**config.mk**
```make
export PLATFORM = sky130hd
export DESIGN_NAME = hsv_core_commit
export DESIGN_NICKNAME = d
export VERILOG_FILES = /design/src/rtl/hsv_core_pkg.sv /design/src/rtl/hsv_core_commit_arbiter.sv /design/src/rtl/hsv_core_commit.sv
export SDC_FILE = /design/constraint.sdc
export NUM_CORES = 1
export LEC_CHECK = 0
export CORE_AREA = 2 2 153 155
export CTS_BUF_LIST = sky130_fd_sc_hd__clkbuf_16
export CTS_CLUSTER_SIZE = 12
export DETAILED_ROUTE_END_ITERATION = 8
export DIE_AREA = 0 0 155 157
export PLACE_DENSITY = 0.66
export SLEW_MARGIN = 20
export SYNTH_ARGS = -nofsm -noshare
export SYNTH_HDL_FRONTEND = slang
export SYNTH_HIERARCHICAL = 1
export SYNTH_SLANG_ARGS = --single-unit
```
**constraint.sdc**
```tcl
create_clock -name clk_core -period 4.76 [get_ports clk_core]
set_clock_uncertainty 0.2 [all_clocks]
set_input_delay 1.428 -clock clk_core [delete_from_list [all_inputs] [get_ports clk_core]]
set_output_delay 1.428 -clock clk_core [all_outputs]
set_load 0.02 [all_outputs]
```
**src/rtl/hsv_core_pkg.sv**
```systemverilog
// Shared core types: register/word aliases and the commit-stage payload and unit enumeration.
package hsv_core_pkg;

  typedef logic [4:0]  reg_addr;
  typedef logic [31:0] word;

  typedef struct packed {
    reg_addr rd_addr;
    word     rd_value;
    logic    writeback;
    logic    flush;
    word     flush_pc;
  } commit_data_t;

  localparam int unsigned COMMIT_UNITS = 4;

  typedef enum logic [1:0] {
    COMMIT_ALU,
    COMMIT_BRANCH,
    COMMIT_CTRL_STATUS,
    COMMIT_MEM
  } commit_unit_t;

endpackage

```
**src/rtl/hsv_core_commit_arbiter.sv**
```systemverilog
// N-way arbiter with one-hot grant; round-robin from a registered pointer or fixed priority (index 0 highest).
module hsv_core_commit_arbiter #(
  parameter int unsigned N  = 4,
  parameter int unsigned RR = 1
) (
  input  logic         clk,
  input  logic         rst,
  input  logic         en,
  input  logic [N-1:0] req,
  output logic [N-1:0] grant
);

  localparam int unsigned PW = (N > 1) ? $clog2(N) : 1;

  logic [PW-1:0] ptr;
  logic [PW-1:0] base;
  logic [PW-1:0] gidx;
  logic          found;
  int unsigned   idx;

  assign base = (RR != 0) ? ptr : '0;

  // Scan starts at the pointer and wraps, so the unit after the last winner has top priority.
  always_comb begin
    grant = '0;
    gidx  = '0;
    found = 1'b0;
    idx   = 0;
    for (int unsigned i = 0; i < N; i++) begin
      idx = 32'(base) + i;
      if (idx >= N) idx = idx - N;
      if (en && !found && req[idx[PW-1:0]]) begin
        found                = 1'b1;
        grant[idx[PW-1:0]]   = 1'b1;
        gidx                 = idx[PW-1:0];
      end
    end
  end

  always_ff @(posedge clk) begin
    if (rst) begin
      ptr <= '0;
    end else if (RR != 0 && found) begin
      ptr <= (gidx == PW'(N - 1)) ? '0 : gidx + 1'b1;
    end
  end

endmodule

```
**src/rtl/hsv_core_commit.sv**
```systemverilog
// Writeback/commit stage: picks one completed result per cycle, writes the register file, releases the scoreboard, raises flushes.
module hsv_core_commit
  import hsv_core_pkg::*;
#(
  parameter int unsigned XLEN     = 32,
  parameter int unsigned NUM_REGS = 32,
  parameter int unsigned RR_ARB   = 1
) (
  input  logic                clk_core,
  input  logic                rst_core,
  input  logic                alu_valid_i,
  input  logic                branch_valid_i,
  input  logic                ctrl_status_valid_i,
  input  logic                mem_valid_i,
  input  commit_data_t        alu_result,
  input  commit_data_t        branch_result,
  input  commit_data_t        ctrl_status_result,
  input  commit_data_t        mem_result,
  output logic                alu_ready_o,
  output logic                branch_ready_o,
  output logic                ctrl_status_ready_o,
  output logic                mem_ready_o,
  output logic                wr_en,
  output logic [4:0]          wr_addr,
  output logic [XLEN-1:0]     wr_data,
  output logic [NUM_REGS-1:0] commit_mask,
  output logic                retire,
  output logic                flush_req,
  output logic [XLEN-1:0]     flush_pc
);

  logic [COMMIT_UNITS-1:0] valid;
  logic [COMMIT_UNITS-1:0] grant;
  commit_data_t            results [COMMIT_UNITS];
  commit_data_t            sel;
  logic                    accept;

  assign valid[COMMIT_ALU]         = alu_valid_i;
  assign valid[COMMIT_BRANCH]      = branch_valid_i;
  assign valid[COMMIT_CTRL_STATUS] = ctrl_status_valid_i;
  assign valid[COMMIT_MEM]         = mem_valid_i;

  assign results[COMMIT_ALU]         = alu_result;
  assign results[COMMIT_BRANCH]      = branch_result;
  assign results[COMMIT_CTRL_STATUS] = ctrl_status_result;
  assign results[COMMIT_MEM]         = mem_result;

  // No grant during reset or the flush pulse cycle; the pointer therefore holds too.
  hsv_core_commit_arbiter #(
    .N  (COMMIT_UNITS),
    .RR (RR_ARB)
  ) u_arbiter (
    .clk   (clk_core),
    .rst   (rst_core),
    .en    (!rst_core && !flush_req),
    .req   (valid),
    .grant (grant)
  );

  assign alu_ready_o         = grant[COMMIT_ALU];
  assign branch_ready_o      = grant[COMMIT_BRANCH];
  assign ctrl_status_ready_o = grant[COMMIT_CTRL_STATUS];
  assign mem_ready_o         = grant[COMMIT_MEM];
  assign accept              = |grant;

  always_comb begin
    sel = '0;
    for (int unsigned i = 0; i < COMMIT_UNITS; i++) begin
      if (grant[i]) sel = results[i];
    end
  end

  always_ff @(posedge clk_core) begin
    if (rst_core) begin
      wr_en       <= 1'b0;
      wr_addr     <= '0;
      wr_data     <= '0;
      commit_mask <= '0;
      retire      <= 1'b0;
      flush_req   <= 1'b0;
      flush_pc    <= '0;
    end else begin
      wr_en       <= accept && sel.writeback && (sel.rd_addr != '0);
      wr_addr     <= accept ? sel.rd_addr : '0;
      wr_data     <= accept ? XLEN'(sel.rd_value) : '0;
      commit_mask <= (accept && sel.writeback) ? (NUM_REGS'(1) << sel.rd_addr) : '0;
      retire      <= accept;
      flush_req   <= accept && sel.flush;
      if (accept && sel.flush) flush_pc <= XLEN'(sel.flush_pc);
    end
  end

endmodule

```
==> results.yml, run 1 <==
clock_tree:
  cts_sinks: 106
  htree_levels: 3
  cts_tree: "yes"
  ctsLongestPathBuffers: 2
  clkTransAtPathRegs_ps: 70
  numCtsBuffers: 9
  cts_hold_buf: 0
  root_buffer: "clkbuf_16"
  insertion_delay_ps: 350
routing:
  via_count: 6350
  dr.first_iter.drc_count: 299
  post-route-drc-count: 0
  wire_per_inst_um: 18.7
  first_pass_iters: 5
  via_per_inst: 4.94
  postRouteAntennaNets: 0
  drt_wl_total_um: 24000
synthesis:
  yosys_warnings: 6
  synthArstFlopShare_pct: 0
  ys_seq_area_share_pct: 42.0
  syn_area_sq_um: 5050
  syn_nets: 882
  post_synth.cell_area_avg_sq_um: 8.64
  synthCells: 585
  synth_cell_type_count: 53
  synth_seq_cells: 106
  synth-main-ff-cell: "dfxtp_1"
  synth_edf_count: 0
critical_path:
  regToRegEndpoint: "commit_mask[21]$_SDFF_PP0_"
  cp.arrival_ps: 3030
  rr_worst_depth: 13
  worst_setup_path_start_kind: "primary input"
  cp-end-kind: "primary output"
  critPathMaxFanout: 6
  reg2reg_slack_ps: 720
  cp.required_ps: 3130
  path_class: "primary input to primary output"
  r2r_start: "u_arbiter/base[0]$_SDFFE_PP0P_"
global_routing:
  grt_pass1_wl_um: 34100
  antenna_found_initial: 0
  grt_start_max_net_pins: 60
  track_usage_pct: 18.2
  grt_pass1_vias: 6003
  overflow: 0
power:
  ir_drop_mv: 0.200
  p_leak_uw: 0.00352
  p_total_uw: 4810
  powerDensity_nw_per_um2: 486
finish:
  fin_nets: 1292
  drive_above_1_share_pct: 10.5
  post-route-util_pct: 44.0
  diodes: 0
  synthToLayoutAreaGrowth_pct: 96.1
  fillers: 2247
sta:
  setup_violations: 0
  fmax_mhz: 215
  setup_ws_ps: 103
  tightest_slew_ps: 497
  fin_crit_ps: 4660
  maxSlewHeadroom_pct: 66.8
  drv_slew: 0
  finalHoldViolations: 0
  rsz0062_at_grt: "false"
  timing.final.crit_share_pct: 97.8
  finalSetupTns_ps: 0
floorplan:
  num_rows: 55
  die-area_sq_um: 24300
  die_h_um: 157
  die_w_um: 155
  io-pin-count: 398
  initial_core_util_pct: 22.5
  fp.coreArea_sq_um: 22500
min_path:
  hold_path_end: "flush_pc[23]$_SDFFE_PP0P_"
  hp-class: "register to register"
  min_path_cells: 2
  hold_start: "flush_pc[23]$_SDFFE_PP0P_"
job:
  max_cap_violations: 0
placed_design:
  place_congestion: 0.811
  port_buffers: 397
  place_ws_ps: -623
  post-dp-hpwl_um: 18600
outcome:
  outcome: "completed"
[cell families (layout without fill, tap and decap cells)]
group,after synthesis,in the layout,share of synthesized area (%)
DFF,106,106,42.0
AOI/OAI and AO/OA,203,203,28.7
and+or+nand+nor,186,186,18.6
adders and majority gates,7,7,1.73
buffers and inverters,71,486,6.19
muxes,12,12,2.75
[cell usage after synthesis (2+ instances only)]
master | n | area share (%)
a21oi_1 | 39 | 3.9
a221o_1 | 3 | 0.59
a221oi_1 | 68 | 12
a222oi_1 | 4 | 0.79
a22oi_1 | 2 | 0.30
and2_1 | 3 | 0.37
buf_1 | 3 | 0.22
buf_2 | 13 | 1.3
buf_4 | 4 | 0.59
buf_6 | 2 | 0.45
clkbuf_1 | 38 | 2.8
dfxtp_1 | 106 | 42
ha_1 | 7 | 1.7
inv_1 | 9 | 0.67
inv_2 | 2 | 0.15
mux2_2 | 2 | 0.45
mux2i_1 | 8 | 1.6
nand2_1 | 45 | 3.3
nand2b_1 | 2 | 0.25
nand3b_1 | 3 | 0.45
nand4_1 | 2 | 0.25
nand4b_1 | 3 | 0.52
nor2_1 | 46 | 3.4
nor3_1 | 36 | 3.6
nor4_2 | 2 | 0.50
nor4b_1 | 2 | 0.35
o211a_1 | 2 | 0.40
o21ai_0 | 4 | 0.40
o22ai_1 | 69 | 8.5
or3_1 | 32 | 4.0
or3b_1 | 2 | 0.35
[registers in the layout, indices dropped and copies added (netlist names)]
| name | flops |
|---|---|
| wr_en | 1 |
| flush_pc | 32 |
| retire | 1 |
| commit_mask | 32 |
| wr_data | 32 |
| wr_addr | 5 |
| u_arbiter/base | 2 |
| flush_req | 1 |
[worst max-delay path by stage]
stage / end / depth (start not counted) / slack, ps / start
2_1_floorplan: commit_mask[25]$_SDFF_PP0_ / 13 / 190 / rst_core
3_3_place_gp: branch_ready_o / 8 / -610 / mem_valid_i
3_5_place_dp: branch_ready_o / 8 / -620 / ctrl_status_valid_i
4_1_cts: mem_ready_o / 7 / 90 / mem_valid_i
5_1_grt: branch_ready_o / 9 / 2 / mem_valid_i
6_report: mem_ready_o / 7 / 100 / mem_valid_i
[metal layers]
metal	vias to the layer above	part of all wire [%]	track usage [%]
met3	22	7.5	4.63
li1	3079	-	-
met4	0	1.9	5.07
met5	-	0	0
met1	2954	42	22.6
met2	295	49	31.1
[repair_timing]
action / in CTS / in global routing
buffers inserted: 1 / 0
setup endpoints to repair: 71 / 6
gates resized for setup: 23 / 3
pin swaps: 3 / 1
[placed cells by master, fill, tap and decap left out, types with 3 or more instances in the layout]
cell / Yosys / final
o22ai_1: 69 / 69
buf_4: 4 / 60
nand3b_1: 3 / 3
or3_1: 32 / 32
clkdlybuf4s50_1: 0 / 388
a221oi_1: 68 / 67
clkinv_8: 0 / 3
buf_2: 13 / 5
dfxtp_1: 106 / 106
a21oi_1: 39 / 39
and2_1: 3 / 3
nor2_1: 46 / 46
mux2i_1: 8 / 6
nand2_1: 45 / 44
a222oi_1: 4 / 4
nand4b_1: 3 / 3
a221o_1: 3 / 3
mux2i_2: 1 / 3
o21ai_0: 4 / 4
clkbuf_16: 0 / 9
ha_1: 7 / 7
nor3_1: 36 / 36
inv_1: 9 / 9
[layout make-up]
type / count / area, sq um / area share, %
inverters: 11 / 41.3 / 0.417
multi-input cells: 408 / 2650 / 26.7
repair buffers: 459 / 4430 / 44.7
flip-flops and latches: 106 / 2120 / 21.4
well taps: 285 / 357 / 3.60
clock inverters: 7 / 83.8 / 0.846
clock buffers: 9 / 225 / 2.27
[report_power, final]
part / switching [uW] / internal, uW
Combinational: 1580 / 1340
Sequential: 67.0 / 1060
Clock: 395 / 374
Total: 2040 / 2770
[critical path, cell delays in order]
cell and delay, ps:
clkdlybuf4s15_1 250, mux4_2 560, nand2_1 100, nor2_1 70
a222oi_1 280, nand2_1 150, buf_2 190
[through the flow]
stage / hold WS (ps) / std cells / instance area [sq um]
floorplan: 328 / 585 / 5050
global route: 271 / 1285 / 9910
global placement: 238 / 1268 / 9590
finish: 249 / 1285 / 9910
detailed placement: 242 / 1268 / 9590
CTS: 253 / 1285 / 9900
No activity file was read; power rests on OpenSTA's default activity.
==> inputs of run 2 (changes only) <==
Settings changed: ABC_CLOCK_PERIOD_IN_PS set to 4760, CTS_CLUSTER_SIZE 12 to not set.
==> results of run 2 <==
The final DEF is identical to that of run 1; final timing and power are the same.
